[config.mk]
export PLATFORM = sky130hd
export DESIGN_NAME = mem_arbiter
export DESIGN_NICKNAME = d
export VERILOG_FILES = /design/src/rtl/mem_arbiter.sv
export SDC_FILE = /design/constraint.sdc
export NUM_CORES = 1
export LEC_CHECK = 0
export BUFFER_PORTS_ARGS = -buffer_cell sky130_fd_sc_hd__buf_2
export CAP_MARGIN = 0
export CORE_AREA = 5 5 103 105
export CTS_CLUSTER_DIAMETER = 50
export DETAILED_ROUTE_END_ITERATION = 10
export DIE_AREA = 0 0 108 110
export PLACE_DENSITY = 0.76
export SLEW_MARGIN = 10
export SYNTH_ARGS = -nofsm -noshare
export SYNTH_HDL_FRONTEND = slang
export SYNTH_SLANG_ARGS = --single-unit
[constraint.sdc]
create_clock -name clk -period 2 [get_ports clk]
set_clock_uncertainty 0.1 [all_clocks]
set_input_delay 0.3 -clock clk [delete_from_list [all_inputs] [get_ports clk]]
set_output_delay 0.3 -clock clk [all_outputs]
set_load 0.05 [all_outputs]
[src/rtl/mem_arbiter.sv]
// Arbiter sharing the single-port unified memory between instruction fetch and data accesses.
// Optional `ARB_ROUND_ROBIN_EN: alternate the winner on simultaneous requests instead of data-first.
module mem_arbiter #(
  parameter int ADDR_W = 32,
  parameter int DATA_W = 32,
  parameter int RD_LAT = 1
) (
  input  logic                  clk,
  input  logic                  reset,
  input  logic                  if_req,
  input  logic [ADDR_W-1:0]     if_addr,
  output logic                  if_gnt,
  output logic                  if_rvalid,
  output logic [DATA_W-1:0]     if_rdata,
  input  logic                  d_req,
  input  logic                  d_we,
  input  logic [ADDR_W-1:0]     d_addr,
  input  logic [DATA_W-1:0]     d_wdata,
  input  logic [DATA_W/8-1:0]   d_wmask,
  output logic                  d_gnt,
  output logic                  d_rvalid,
  output logic [DATA_W-1:0]     d_rdata,
  output logic                  mem_en,
  output logic                  mem_we,
  output logic [ADDR_W-1:0]     mem_addr,
  output logic [DATA_W-1:0]     mem_wdata,
  output logic [DATA_W/8-1:0]   mem_wmask,
  input  logic [DATA_W-1:0]     mem_rdata,
  output logic                  busy
);

  localparam logic [3:0] LAT = 4'(RD_LAT);

  typedef enum logic {IDLE, WAIT} state_t;

  state_t              state_q;
  logic [3:0]          cnt_q;
  logic                owner_q;   // 1 = data requester owns the in-flight read
  logic                if_rvalid_q, d_rvalid_q;
  logic [DATA_W-1:0]   if_rdata_q, d_rdata_q;
  logic                pick_if_d, pick_d_d;

`ifdef ARB_ROUND_ROBIN_EN
  logic                last_q;    // 1 = data won the most recent grant
`endif

  always_comb begin
    pick_if_d = 1'b0;
    pick_d_d  = 1'b0;
    if (state_q == IDLE) begin
`ifdef ARB_ROUND_ROBIN_EN
      if (d_req && if_req) begin
        pick_d_d  = ~last_q;
        pick_if_d = last_q;
      end else begin
        pick_d_d  = d_req;
        pick_if_d = if_req;
      end
`else
      pick_d_d  = d_req;
      pick_if_d = if_req & ~d_req;
`endif
    end
  end

  assign if_gnt    = pick_if_d;
  assign d_gnt     = pick_d_d;
  assign mem_en    = pick_if_d | pick_d_d;
  assign mem_we    = pick_d_d & d_we;
  assign mem_addr  = pick_d_d ? d_addr : (pick_if_d ? if_addr : '0);
  assign mem_wdata = pick_d_d ? d_wdata : '0;
  assign mem_wmask = pick_d_d ? d_wmask : '0;
  assign busy      = (state_q == WAIT);

  assign if_rvalid = if_rvalid_q;
  assign d_rvalid  = d_rvalid_q;
  assign if_rdata  = if_rdata_q;
  assign d_rdata   = d_rdata_q;

  always_ff @(posedge clk) begin
    if (reset) begin
      state_q     <= IDLE;
      cnt_q       <= '0;
      owner_q     <= 1'b0;
      if_rvalid_q <= 1'b0;
      d_rvalid_q  <= 1'b0;
      if_rdata_q  <= '0;
      d_rdata_q   <= '0;
`ifdef ARB_ROUND_ROBIN_EN
      last_q      <= 1'b1;
`endif
    end else begin
      if_rvalid_q <= 1'b0;
      d_rvalid_q  <= 1'b0;
      if (state_q == IDLE) begin
        // Writes finish in the grant cycle; only reads occupy the port afterwards.
        if (pick_if_d || (pick_d_d && !d_we)) begin
          owner_q <= pick_d_d;
          cnt_q   <= LAT;
          state_q <= WAIT;
        end
      end else begin
        cnt_q <= cnt_q - 4'd1;
        // Last waiting cycle: mem_rdata is valid now, capture it for the owner.
        if (cnt_q == 4'd1) begin
          state_q <= IDLE;
          if (owner_q) begin
            d_rdata_q  <= mem_rdata;
            d_rvalid_q <= 1'b1;
          end else begin
            if_rdata_q  <= mem_rdata;
            if_rvalid_q <= 1'b1;
          end
        end
      end
`ifdef ARB_ROUND_ROBIN_EN
      if (pick_if_d || pick_d_d) last_q <= pick_d_d;
`endif
    end
  end

endmodule
==> results_tabular.tex <==
\begin{tabular}{lr}
\hline
Metric & Value \\
\hline
\multicolumn{2}{l}{\textbf{GRT}} \\
\quad Largest net degree at the start of global routing & 75 \\
\quad Vias in the first global route & 3701 \\
\quad Global-route wire length before repair & 18900 um \\
\quad GR Overflow Total & 0 \\
\quad Initial antenna violation count & 0 \\
\quad Total track usage & 20.3\% \\
\multicolumn{2}{l}{\textbf{Power and ir drop}} \\
\quad Tot Pwr & 4140 uW \\
\quad Power per cell area & 734 mW/mm\^{}2 \\
\quad Peak supply drop & 445 uV \\
\quad Standby leakage power & 0.00299 uW \\
\multicolumn{2}{l}{\textbf{Placed design}} \\
\quad Global placement routability congestion & 0.902 \\
\quad Minimum setup slack after placement & 193 ps \\
\quad Number of buffers added on ports & 275 \\
\quad Final HPWL from detailed placement & 9810 um \\
\quad Total placed cells including tap cells & 754 \\
\multicolumn{2}{l}{\textbf{Yosys}} \\
\quad Share of synthesized area occupied by flip-flops and latches & 42.1\% \\
\quad Post-Synthesis Net Count & 506 \\
\quad Count of distinct cell types in the synthesized netlist & 32 \\
\quad Synthesized area divided by synthesized cell count & 9.33 um\^{}2 \\
\quad Cell taking the most area after synthesis & sky130\_fd\_sc\_hd\_\_dfxtp\_1 \\
\quad Post-synth ARST share & 0\% \\
\quad Most frequent cell after synthesis & sky130\_fd\_sc\_hd\_\_nand2\_1 \\
\quad Most used standard cells in the synthesized netlist & sky130\_fd\_sc\_hd\_\_nand2\_1, sky130\_fd\_sc\_hd\_\_dfxtp\_1, sky130\_fd\_sc\_hd\_\_mux2i\_1 \\
\quad Yosys warning total & 0 \\
\quad Synthesized netlist cell count & 367 \\
\quad Count of flip-flops with a built-in enable after synthesis & 0 \\
\quad Primary FF master, synth & sky130\_fd\_sc\_hd\_\_dfxtp\_1 \\
\quad Synth top area cells & sky130\_fd\_sc\_hd\_\_dfxtp\_1, sky130\_fd\_sc\_hd\_\_mux2i\_1, sky130\_fd\_sc\_hd\_\_nand2\_1 \\
\quad Flops \& latches, synth & 72 \\
\quad Post-synthesis cell area & 0.00342 mm\^{}2 \\
\quad Post-synth top area share & 42.1\% \\
\multicolumn{2}{l}{\textbf{Timing}} \\
\quad Fin crit share & 98.1\% \\
\quad Final Critical Period & 1960 ps \\
\quad RSZ-0062 raised after global routing & true \\
\quad WHS & 121 ps \\
\quad Peak clock frequency supported by timing & 510 MHz \\
\quad Endpoints failing setup & 0 \\
\quad Minimum setup slack in the final design & 37.7 ps \\
\quad Final max-slew violation count & 0 \\
\quad Transition time at the pin with the least slew margin & 571 ps \\
\quad Number of hold-slack violations in the final timing report & 0 \\
\quad Worst max-slew margin expressed relative to the limit & 61.7\% \\
\multicolumn{2}{l}{\textbf{Critical path}} \\
\quad Arrival time reported for the critical path endpoint & 1560 ps \\
\quad Most frequent cell on the critical path & sky130\_fd\_sc\_hd\_\_buf\_6 \\
\quad Worst Setup End Kind & output port \\
\quad Critical path buffer and inverter count & 3 \\
\quad Category of the critical setup timing path & reg2out \\
\quad Standard cell with the maximum stage delay on the critical path & sky130\_fd\_sc\_hd\_\_dfxtp\_4 \\
\quad Longest individual stage delay on the worst path & 390 ps \\
\quad Critical path data required time & 1600 ps \\
\quad Cells traversed along the worst timing path & nor3b\_4 -> buf\_6 -> buf\_12 -> a22o\_1 -> buf\_6 \\
\quad Gate family responsible for the most delay along the worst path & buffers and inverters \\
\quad Largest fanout on the critical path & 12 \\
\quad CP Launch Type & flip-flop \\
\multicolumn{2}{l}{\textbf{Detailed routing}} \\
\quad Via-to-Cell Ratio & 4.81 \\
\quad Number of nets with antenna violations after detailed routing & 0 \\
\quad Final routed wirelength across all metal layers & 13600 um \\
\quad DRT iter0 DRCs & 244 \\
\quad Avg WL per Cell & 17.4 um \\
\quad Number of remaining DRC errors & 0 \\
\quad Detailed-router iteration count before antenna repair & 4 \\
\quad DR vias & 3755 \\
\multicolumn{2}{l}{\textbf{Floorplanning}} \\
\quad Initial core utilization & 35.9\% \\
\quad Total Die Area & 0.0119 mm\^{}2 \\
\quad Vertical extent of the die & 110 um \\
\quad Chip width & 108 um \\
\quad Core Footprint & 0.00955 mm\^{}2 \\
\quad Number of ports placed on the die boundary & 276 \\
\quad Count of standard-cell rows & 36 \\
\multicolumn{2}{l}{\textbf{Finish}} \\
\quad Combined area of the multi-input logic cells & 0.00186 mm\^{}2 \\
\quad Proportion of layout cells with a drive suffix above 1 & 55.2\% \\
\quad Post-route non-filler standard cell count & 781 \\
\quad Storage element area & 0.00145 mm\^{}2 \\
\quad Final nets & 782 \\
\quad FILL cells & 844 \\
\quad Inserted Diodes & 0 \\
\quad Area delta synth->final & 64.7\% \\
\multicolumn{2}{l}{\textbf{CTS}} \\
\quad Number of H-tree levels & 3 \\
\quad Clock Tree Root & sky130\_fd\_sc\_hd\_\_clkbuf\_8 \\
\quad Clock-pin slew on the worst setup and hold paths & 90 ps \\
\quad CTS tree & done \\
\quad Number of buffers added by the clock tree synthesis step & 9 \\
\quad Maximum buffer depth of the clock tree & 2 \\
\quad Number of sinks on the clock net & 72 \\
\quad Later-pin clock latency in the skew report & 330 ps \\
\multicolumn{2}{l}{\textbf{Worst hold path}} \\
\quad Class of the tightest hold or removal check & in2reg \\
\multicolumn{2}{l}{\textbf{Run status}} \\
\quad Run status & complete, no violations \\
\multicolumn{2}{l}{\textbf{Job}} \\
\quad Max-Cap Viols & 0 \\
\hline
\end{tabular}
routing by layer:
layer | up-vias | global-route usage [%] | wire, um | share of wire, %
li1 | 1792 | - | - | -
met1 | 1723 | 24.5 | 5300 | 39
met2 | 211 | 34.6 | 6470 | 48
met3 | 29 | 6.12 | 1480 | 11
met4 | 0 | 7.03 | 350 | 2.6
met5 | - | 0 | 0 | 0
cells by family after synthesis:
kind of cell             share of synthesized area (%)
AO/OA/AOI/OAI                                     10.1
adder cells (fa/ha/maj)                          0.731
buffers and inverters                             5.95
flip-flops                                        42.1
multiplexers                                      18.7
AND/OR/NAND/NOR                                   22.4
state kept, by name (all words and copies together) (netlist names):
signal	cells
cnt_q	4
d_rdata	32
if_rvalid	1
d_rvalid	1
busy	1
owner_q	1
if_rdata	32
final cells by class:
| cell class | instances | share of cell area, % |
|---|---|---|
| well taps | 133 | 2.95 |
| multi-input cells | 261 | 33.0 |
| clock buffers | 10 | 2.26 |
| repair buffers | 294 | 34.2 |
| inverters | 5 | 0.333 |
| flip-flops and latches | 72 | 25.6 |
| clock inverters | 6 | 1.60 |
tightest hold or removal path, delay by kind of cell:
| family | cells | cell delay [ps] |
|---|---|---|
| and+or+nand+nor | 1 | 60 |
| muxes | 1 | 60 |
| buffers and inverters | 1 | 90 |
per-stage QoR:
stage / util, % / cell area [um^2] / TNS (ps)
5_1_grt: 59.1 / 5640 / -57.8
4_1_cts: 56.1 / 5360 / 0
6_report: 59.1 / 5640 / 0
3_5_place_dp: 52.1 / 4980 / 0
3_3_place_gp: 52.1 / 4980 / 0
2_1_floorplan: - / 3480 / 0
what timing repair did:
| item | CTS | global route |
|---|---|---|
| hold endpoints to repair | 0 | 0 |
| resized for setup | 63 | 30 |
| pin swaps | 0 | 0 |
| hold buffers | 0 | 0 |
| endpoints found under the setup margin | 63 | 65 |
| gates cloned | 0 | 6 |
| buffers inserted | 0 | 5 |
where the power goes:
| part | total, uW | switching, uW | internal [uW] |
|---|---|---|---|
| combinational | 1360 | 852 | 506 |
| sequential | 1510 | 30.9 | 1480 |
| clock | 1270 | 564 | 710 |
cell usage in the layout (no fill, tap or decap), types with 2 or more instances in the layout:
cell                          n
sky130_fd_sc_hd__clkbuf_4     5
sky130_fd_sc_hd__and2_1      29
sky130_fd_sc_hd__and2_2       9
sky130_fd_sc_hd__ha_1         2
sky130_fd_sc_hd__buf_12       7
sky130_fd_sc_hd__clkbuf_16    4
sky130_fd_sc_hd__clkbuf_8     9
sky130_fd_sc_hd__dfxtp_1     71
sky130_fd_sc_hd__a22o_2      29
sky130_fd_sc_hd__inv_6        2
sky130_fd_sc_hd__bufinv_16    2
sky130_fd_sc_hd__mux2i_1     64
sky130_fd_sc_hd__buf_6       25
sky130_fd_sc_hd__buf_4       42
sky130_fd_sc_hd__nand2b_1    20
sky130_fd_sc_hd__nand2_1     81
sky130_fd_sc_hd__nor3_1       3
sky130_fd_sc_hd__a21oi_1      3
sky130_fd_sc_hd__buf_2      211
sky130_fd_sc_hd__nor2_1       2
sky130_fd_sc_hd__a22o_1       2
sky130_fd_sc_hd__inv_1        4
final timing paths:
kind | to | slack, ps | cells after the start | startpoint
setup / recovery | mem_addr[1] | 40 | 5 | busy
hold / removal | if_rdata[17] | 120 | 3 | mem_rdata[17]
setup reg to reg | d_rdata[17] | 320 | 6 | cnt_q[1]
hold reg to reg | d_rdata[14] | 360 | 2 | d_rdata[14]
(Power assumes the default switching activity.)
